==> config.mk <==
export PLATFORM = sky130hd
export DESIGN_NAME = axi_lite_regbank
export DESIGN_NICKNAME = d
export VERILOG_FILES = /design/src/rtl/axi_lite_pkg.sv /design/src/rtl/axi_lite_wr_hold.sv /design/src/rtl/axi_lite_regbank.sv
export SDC_FILE = /design/constraint.sdc
export NUM_CORES = 1
export LEC_CHECK = 0
export CAP_MARGIN = 10
export CELL_PAD_IN_SITES_DETAIL_PLACEMENT = 0
export CELL_PAD_IN_SITES_GLOBAL_PLACEMENT = 1
export CORE_AREA = 3 3 452 454
export DETAILED_ROUTE_END_ITERATION = 12
export DIE_AREA = 0 0 455 457
export PLACE_DENSITY = 0.39
export SYNTH_ARGS = -nofsm -noshare
export SYNTH_HDL_FRONTEND = slang
export SYNTH_HIERARCHICAL = 1
export SYNTH_SLANG_ARGS = --single-unit
==> constraint.sdc <==
create_clock -name clk -period 6 [get_ports clk]
set_input_delay 1.2 -clock clk [delete_from_list [all_inputs] [get_ports clk]]
set_output_delay 1.2 -clock clk [all_outputs]
set_load 0.03 [all_outputs]
==> src/rtl/axi_lite_pkg.sv <==
// Shared response codes and address-decode helper for the AXI4-Lite register bank.
package axi_lite_pkg;

    localparam logic [1:0] RESP_OKAY   = 2'b00;
    localparam logic [1:0] RESP_SLVERR = 2'b10;

    typedef logic [1:0] resp_t;

    // Register index of a byte address: the byte-offset bits inside one data
    // word are dropped, so any address within a word selects that word.
    function automatic logic [31:0] reg_index(input logic [63:0] addr, input int unsigned data_w);
        return 32'(addr >> $clog2(data_w / 8));
    endfunction

endpackage

==> src/rtl/axi_lite_wr_hold.sv <==
// Single-entry holding register: accepts one beat when empty, keeps it until released.
module axi_lite_wr_hold #(
    parameter int W = 8
) (
    input  logic         clk,
    input  logic         rst_n,
    input  logic         i_valid,
    output logic         o_ready,
    input  logic [W-1:0] i_data,
    input  logic         i_release,
    output logic         o_full,
    output logic [W-1:0] o_data
);

    logic         r_full;
    logic [W-1:0] r_data;

    // Capture a beat while empty; the consumer empties the slot with i_release.
    always_ff @(posedge clk) begin
        if (!rst_n) begin
            r_full <= 1'b0;
            r_data <= '0;
        end else if (i_release) begin
            r_full <= 1'b0;
        end else if (i_valid && !r_full) begin
            r_full <= 1'b1;
            r_data <= i_data;
        end
    end

    assign o_ready = ~r_full;
    assign o_full  = r_full;
    assign o_data  = r_data;

endmodule

==> src/rtl/axi_lite_regbank.sv <==
// Parametrised AXI4-Lite register bank with RW/RO registers, byte strobes,
// independent AW/W capture, SLVERR decode and per-register write pulses.
//
// Handshake rule on every channel: a beat transfers on the rising clk edge
// where VALID and READY are both 1. A source holds VALID and its payload
// stable until that edge; READY may rise or fall freely while VALID is low.
module axi_lite_regbank
    import axi_lite_pkg::*;
#(
    parameter int                          DATA_W   = 32,
    parameter int                          ADDR_W   = 12,
    parameter int                          NUM_REGS = 16,
    parameter logic [NUM_REGS-1:0]         RO_MASK  = '0,
    parameter logic [NUM_REGS*DATA_W-1:0]  RST_VAL  = '0
) (
    input  logic                          clk,
    input  logic                          rst_n,
    input  logic [ADDR_W-1:0]             AWADDR,
    input  logic [2:0]                    AWPROT,
    input  logic                          AWVALID,
    output logic                          AWREADY,
    input  logic [DATA_W-1:0]             WDATA,
    input  logic [DATA_W/8-1:0]           WSTRB,
    input  logic                          WVALID,
    output logic                          WREADY,
    output logic                          BVALID,
    input  logic                          BREADY,
    output logic [1:0]                    BRESP,
    input  logic [ADDR_W-1:0]             ARADDR,
    input  logic [2:0]                    ARPROT,
    input  logic                          ARVALID,
    output logic                          ARREADY,
    output logic                          RVALID,
    input  logic                          RREADY,
    output logic [DATA_W-1:0]             RDATA,
    output logic [1:0]                    RRESP,
    output logic [NUM_REGS*DATA_W-1:0]    ctrl_out,
    input  logic [NUM_REGS*DATA_W-1:0]    sts_in,
    output logic [NUM_REGS-1:0]           wr_pulse
);

    localparam int STRB_W = DATA_W / 8;

    logic [DATA_W-1:0]        r_regs [NUM_REGS];
    logic                     r_out_en;
    logic                     r_bvalid;
    resp_t                    r_bresp;
    logic [NUM_REGS-1:0]      r_wr_pulse;
    logic                     r_rvalid;
    resp_t                    r_rresp;
    logic [DATA_W-1:0]        r_rdata;

    logic                     w_aw_ready;
    logic                     w_aw_full;
    logic [ADDR_W-1:0]        w_aw_addr;
    logic                     w_w_ready;
    logic                     w_w_full;
    logic [DATA_W+STRB_W-1:0] w_w_hold;
    logic [DATA_W-1:0]        w_w_data;
    logic [STRB_W-1:0]        w_w_strb;
    logic                     w_commit;
    logic [31:0]              w_aw_index;
    logic [NUM_REGS-1:0]      w_wr_sel;
    logic                     w_arready;
    logic                     w_ar_hs;
    logic [31:0]              w_ar_index;
    logic [DATA_W-1:0]        w_rd_data;
    resp_t                    w_rd_resp;
    logic                     w_unused;

    assign w_unused = ^{AWPROT, ARPROT};

    // Keeps every READY low through reset and for the first cycle after it.
    always_ff @(posedge clk) begin
        if (!rst_n) begin
            r_out_en <= 1'b0;
        end else begin
            r_out_en <= 1'b1;
        end
    end

    axi_lite_wr_hold #(.W(ADDR_W)) u_aw_hold (
        .clk       (clk),
        .rst_n     (rst_n),
        .i_valid   (AWVALID & r_out_en),
        .o_ready   (w_aw_ready),
        .i_data    (AWADDR),
        .i_release (w_commit),
        .o_full    (w_aw_full),
        .o_data    (w_aw_addr)
    );

    axi_lite_wr_hold #(.W(DATA_W + STRB_W)) u_w_hold (
        .clk       (clk),
        .rst_n     (rst_n),
        .i_valid   (WVALID & r_out_en),
        .o_ready   (w_w_ready),
        .i_data    ({WSTRB, WDATA}),
        .i_release (w_commit),
        .o_full    (w_w_full),
        .o_data    (w_w_hold)
    );

    assign AWREADY  = w_aw_ready & r_out_en;
    assign WREADY   = w_w_ready & r_out_en;
    assign w_w_data = w_w_hold[DATA_W-1:0];
    assign w_w_strb = w_w_hold[DATA_W +: STRB_W];

    // A write commits once address and data are both held and no response is pending.
    assign w_commit = w_aw_full & w_w_full & ~r_bvalid;

    // Decode the held write address into a one-hot select of writable registers.
    always_comb begin
        w_aw_index = reg_index(64'(w_aw_addr), DATA_W);
        w_wr_sel   = '0;
        for (int i = 0; i < NUM_REGS; i++) begin
            if (w_aw_index == 32'(i) && !RO_MASK[i]) begin
                w_wr_sel[i] = 1'b1;
            end
        end
    end

    // Register array: reset image on reset, strobed byte merge on a committed write.
    always_ff @(posedge clk) begin
        if (!rst_n) begin
            for (int i = 0; i < NUM_REGS; i++) begin
                r_regs[i] <= RST_VAL[i*DATA_W +: DATA_W];
            end
        end else if (w_commit) begin
            for (int i = 0; i < NUM_REGS; i++) begin
                if (w_wr_sel[i]) begin
                    for (int b = 0; b < STRB_W; b++) begin
                        if (w_w_strb[b]) begin
                            r_regs[i][b*8 +: 8] <= w_w_data[b*8 +: 8];
                        end
                    end
                end
            end
        end
    end

    // Write response and one-cycle pulse, both launched by the commit.
    always_ff @(posedge clk) begin
        if (!rst_n) begin
            r_bvalid   <= 1'b0;
            r_bresp    <= RESP_OKAY;
            r_wr_pulse <= '0;
        end else begin
            r_wr_pulse <= '0;
            if (w_commit) begin
                r_bvalid   <= 1'b1;
                r_bresp    <= (|w_wr_sel) ? RESP_OKAY : RESP_SLVERR;
                r_wr_pulse <= w_wr_sel;
            end else if (r_bvalid && BREADY) begin
                r_bvalid <= 1'b0;
            end
        end
    end

    assign BVALID   = r_bvalid;
    assign BRESP    = r_bresp;
    assign wr_pulse = r_wr_pulse;

    // A new read is taken whenever the output slot is empty or draining this cycle.
    assign w_arready = r_out_en & (~r_rvalid | RREADY);
    assign w_ar_hs   = ARVALID & w_arready;
    assign ARREADY   = w_arready;

    // Read mux: stored value for RW, live status for RO, zero/SLVERR when out of range.
    always_comb begin
        w_ar_index = reg_index(64'(ARADDR), DATA_W);
        w_rd_data  = '0;
        w_rd_resp  = RESP_SLVERR;
        for (int i = 0; i < NUM_REGS; i++) begin
            if (w_ar_index == 32'(i)) begin
                w_rd_resp = RESP_OKAY;
                w_rd_data = RO_MASK[i] ? sts_in[i*DATA_W +: DATA_W] : r_regs[i];
            end
        end
    end

    // Registered read response, held until the master takes it.
    always_ff @(posedge clk) begin
        if (!rst_n) begin
            r_rvalid <= 1'b0;
            r_rdata  <= '0;
            r_rresp  <= RESP_OKAY;
        end else if (w_ar_hs) begin
            r_rvalid <= 1'b1;
            r_rdata  <= w_rd_data;
            r_rresp  <= w_rd_resp;
        end else if (RREADY) begin
            r_rvalid <= 1'b0;
        end
    end

    assign RVALID = r_rvalid;
    assign RDATA  = r_rdata;
    assign RRESP  = r_rresp;

    // Expose the register array; RO slots carry their fixed reset image.
    always_comb begin
        ctrl_out = '0;
        for (int i = 0; i < NUM_REGS; i++) begin
            ctrl_out[i*DATA_W +: DATA_W] = r_regs[i];
        end
    end

endmodule

# Word level (Yosys, flattened, before mapping)

Memories as Yosys holds them, arrays and structs flattened.
Index checks and enable logic that the tools add are counted.

Memories kept: 1
Word-level logic and storage cells: 514
Register bits after elaboration: 105
Output and inout bits: 569
Bits in writable memories: 512

Memory list:

| memory | depth | width | read ports | clocked after memory_dff | write ports | line                   | source |
|---|---|---|---|---|---|---|---|
| r_regs | 16    | 32    | 16         | 0                        | 16          | axi_lite_regbank.sv:44 | `logic [DATA_W-1:0] r_regs [NUM_REGS];` |

Bitwise logic cells: 79
Equality and inequality tests: 30
Reduce and logical (&&, ||, !) cells: 14
Mux-type cells: 379

Operator list:

| cell                  | count |
|---|---|
| $mux W32              | 16 |
| $mux W8               | 64 |
| $mux W1               | 282 |
| $eq A10 B4 Y1 const B | 16 |
| $eq A10 B3 Y1 const B | 8 |
| $or A1 B1 Y1          | 65 |
| $logic_not A32 Y1     | 2 |
| $eq A10 B2 Y1 const B | 4 |
| $mux W2               | 17 |
| $eq A10 B1 Y1 const B | 2 |
| $reduce_or A16 Y1     | 1 |
| $and A1 B1 Y1         | 8 |
| $not A1 Y1            | 6 |
| $reduce_and A2 Y1     | 3 |
| $reduce_bool A2 Y1    | 2 |
| $logic_and A1 B1 Y1   | 3 |
| $logic_not A1 Y1      | 2 |
| $reduce_or A2 Y1      | 1 |

# Longest topological paths before layout

Depth in word-level cells: 17
Gate-level depth with buffers: 11
Gate-level depth less buffers: 6

# Cells and area by module

Netlist, hierarchy kept.

Modules (own cells, without submodules):

| module                        | cells each | area each (sq um) | sequential area each (sq um) | instances |
|---|---|---|---|---|
| axi_lite_regbank              | 2249       | 25197.9           | 16435.8                      | 1 |
| axi_lite_wr_hold at u_w_hold  | 161        | 1506.4            | 740.7                        | 1 |
| axi_lite_wr_hold at u_aw_hold | 57         | 534.3             | 260.2                        | 1 |

# Worst setup path before layout

OpenSTA, ideal clock, no wires.

Kind: input to register
Start: input ARADDR[9]
End: register r_rdata[23], in the netlist RDATA[23]
Stages: 8
Setup time: 0.138 ns
Buffers on the path: 2
Arrival time: 2.847 ns
Path slack: 3.015 ns
Cell sequence: or4_1 -> buf_4 -> buf_2 -> or3_1 -> a21oi_1 -> a31oi_1 -> nor3_1 -> o41ai_2

Cells in the longest elaborated chain, start to end: 17
Elaborated cells on any way between the ends: 32
Classes of those cells: eq/ne (15); mux (16); reduce/logical (1)

RTL lines:

| what                   | line                    | source |
|---|---|---|
| from (decl)            | axi_lite_regbank.sv:29  | `input logic [ADDR_W-1:0] ARADDR,` |
| $logic_not A32 Y1      | axi_lite_regbank.sv:175 | `if (w_ar_index == 32'(i)) begin` |
| $mux W32 (15 in a row) | axi_lite_regbank.sv:175 |  |
| $mux W32 *             | axi_lite_regbank.sv:175 |  |
| to (signal assigned)   | axi_lite_regbank.sv:190 | `r_rdata <= w_rd_data;` |
| to (decl)              | axi_lite_regbank.sv:51  | `logic [DATA_W-1:0] r_rdata;` |

Mark *: on every way between the ends. The rest lies on a longest branch, timed or not.
A chain may end at the register's enable or synchronous reset.

# Worst setup path after layout

Start: input ARADDR[5]
End: register r_rdata[5], in the netlist RDATA[5]

The elaborated chain is that of the path after synthesis.

==> run metrics <==
IO Port Bufs=629; syn_area_per_cell=11.0 um^2; clock power share=46.4%; Max Root-Sink Buffers=3; drt via density=3.98; CP delay by family, top=buffers and inverters; Worst Clk Skew=37.7 ps; Top-Level Pins=1,154; GR Overflow Total=0; WP data required=6580 ps; cts bufs inserted=85; Crit Path Category=input port to flop; maxcap violations=0; routed wire length=190,000 um; Initial Util=13.6%; static leakage=0.0134 uW; largest net degree at the start of global routing=82; Post-Syn Instances=2,459; Post-Syn Area=0.0272 mm^2; drt first-iter violations=2,091; worst slew pin tran=1180 ps; Syn-to-layout area delta=48.0%; min-delay src=u_w_hold/o_data[12]; final HPWL from detailed placement=152,000 um; sw power=3280 uW; final hold vios=0; slew margin rel.=20.1%; All-Layer GR Usage=17.6%; 1st-pass router iterations=5; initial antenna violation count=13; Slew Viols, Final=0; sw frac=28.0%; wire length per cell=32.2 um; Die ar.=0.208 mm^2; Final Cycle Share=71.5%; postcts setup bufs=0; first-pass GRT wire length=241,000 um; Final min period=4290 ps; Final nets=3,733; Rows=164; endpoint type of the worst setup path=flop; startpoint types=input port; worst-path maximum fanout=18; Buf/Inv on CP=3; CP max stage delay=810 ps; DRT antenna net count=0; combinational power share=11.3%; status=completed; share of layout cells above drive strength 1=11.2%; Via Count=23,400; vias in the first global route=23,100; H-tree depth=3; Power Dens Cells=291 mW/mm^2; Skew-Pair Late Insertion Delay=720 ps; CTS Hold Buffers Added=0; Worst VDD drop=0.000169 V; data arrival time of the worst path=4870 ps; fin util=20.1%; highest clock rate=233 MHz; worst hold path type=flop to flop; RSZ-0062 raised after global routing=false; PostCTS Resize Cnt=0; Die Y-Extent=457 um; critical-path cell list=clkdlybuf4s50_1, buf_4, nor4b_2, nand3_1, o22ai_1, o22ai_1, a41oi_1, buf_4, o21ai_0; cell internal pwr=8430 uW; CP max-delay cell=clkdlybuf4s50_1; setup violators final=0; clock tree from TritonCTS=done; clk slew on worst S/H paths=50 ps; origin of the critical flop-to-flop path=u_aw_hold/o_data[7]; gpl congestion=0.809; # clock sinks=613; Sequential Power Share=42.4%; drt drc=0; core footprint=0.200 mm^2; clock root cell=clkbuf_16; synth warn=6; setup TNS=0 ps; Worst setup startpoint=ARADDR[5]; Die X=455 um
==> registers in the layout, summed over array words and instances (netlist names) <==
| name | count |
|---|---|
| r_regs | 512 |
| u_aw_hold/o_data | 10 |
| BRESP | 1 |
| RVALID | 1 |
| u_w_hold/o_data | 36 |
| RRESP | 1 |
| wr_pulse | 16 |
| u_aw_hold/o_full | 1 |
| u_w_hold/o_full | 1 |
| RDATA | 32 |
| BVALID | 1 |
| r_out_en | 1 |
==> tightest hold or removal path, cell delays in order, from the launching register on <==
cell	delay, ps
dfxtp_1	310
nand2_1	50
mux2i_1	50
==> power groups by stage <==
stage	clock, uW	sequential (uW)	combinational, uW
3_3_place_gp	0	5050	1340
5_1_grt	5730	4970	1380
2_1_floorplan	0	5230	341
6_report	5430	4960	1320
3_5_place_dp	0	5050	1340
4_1_cts	5590	4960	1340
==> through the flow <==
| step | setup WS, ps | hold WS [ps] | power (uW) | instances | cell area, um^2 |
|---|---|---|---|---|---|
| global placement | 925 | 445 | 6390 | 5717 | 37200 |
| floorplan | 3020 | 435 | 5570 | 2460 | 27200 |
| global route | 1620 | 476 | 12100 | 5876 | 40200 |
| CTS | 1810 | 457 | 11900 | 5874 | 40200 |
| detailed placement | 1030 | 447 | 6390 | 5717 | 37200 |
| finish | 1710 | 456 | 11700 | 5883 | 40200 |
==> final timing paths <==
kind / end / cells past startpoint / slack (ps)
worst max register to register: r_regs[0][223] / 6 / 2490
worst max-delay path: RDATA[5] / 9 / 1710
worst min register to register: u_w_hold/o_data[12] / 2 / 460
worst min-delay path: u_w_hold/o_data[12] / 2 / 460
==> layer usage <==
layer	wire length (um)	global-route usage (%)
met1	84200	23.3
met2	88300	28.6
met3	11100	3.54
met4	5890	5.35
met5	13	0
==> cells in the final DEF, fill, tap and decap left out, types with 12 or more instances in the layout <==
cell,instances
o21ai_0,156
a32oi_1,12
clkdlybuf4s50_1,625
nand3_1,16
inv_1,34
edfxtp_1,512
o211ai_1,17
a211oi_1,16
nor2_1,445
dfxtp_1,101
o2bb2ai_1,15
and2_1,12
clkbuf_16,88
a31oi_1,13
buf_4,152
nor2b_1,31
nor3_1,24
a21oi_1,135
a22oi_1,38
or3_1,12
o22ai_1,49
nand2_1,355
o31ai_1,20
a21o_1,13
mux2i_1,84
==> area by class of cell <==
class / count / area, um^2
Timing Repair Buffer: 786 / 7550
Sequential cell: 613 / 17400
Antenna cell: 9 / 22.5
Fill cell: 21900 / 160000
Tap cell: 2656 / 3320
Inverter: 36 / 135
Clock inverter: 52 / 619
Clock buffer: 105 / 2330
Multi-Input combinational cell: 1626 / 8840
No activity file was read; power rests on OpenSTA's default activity.
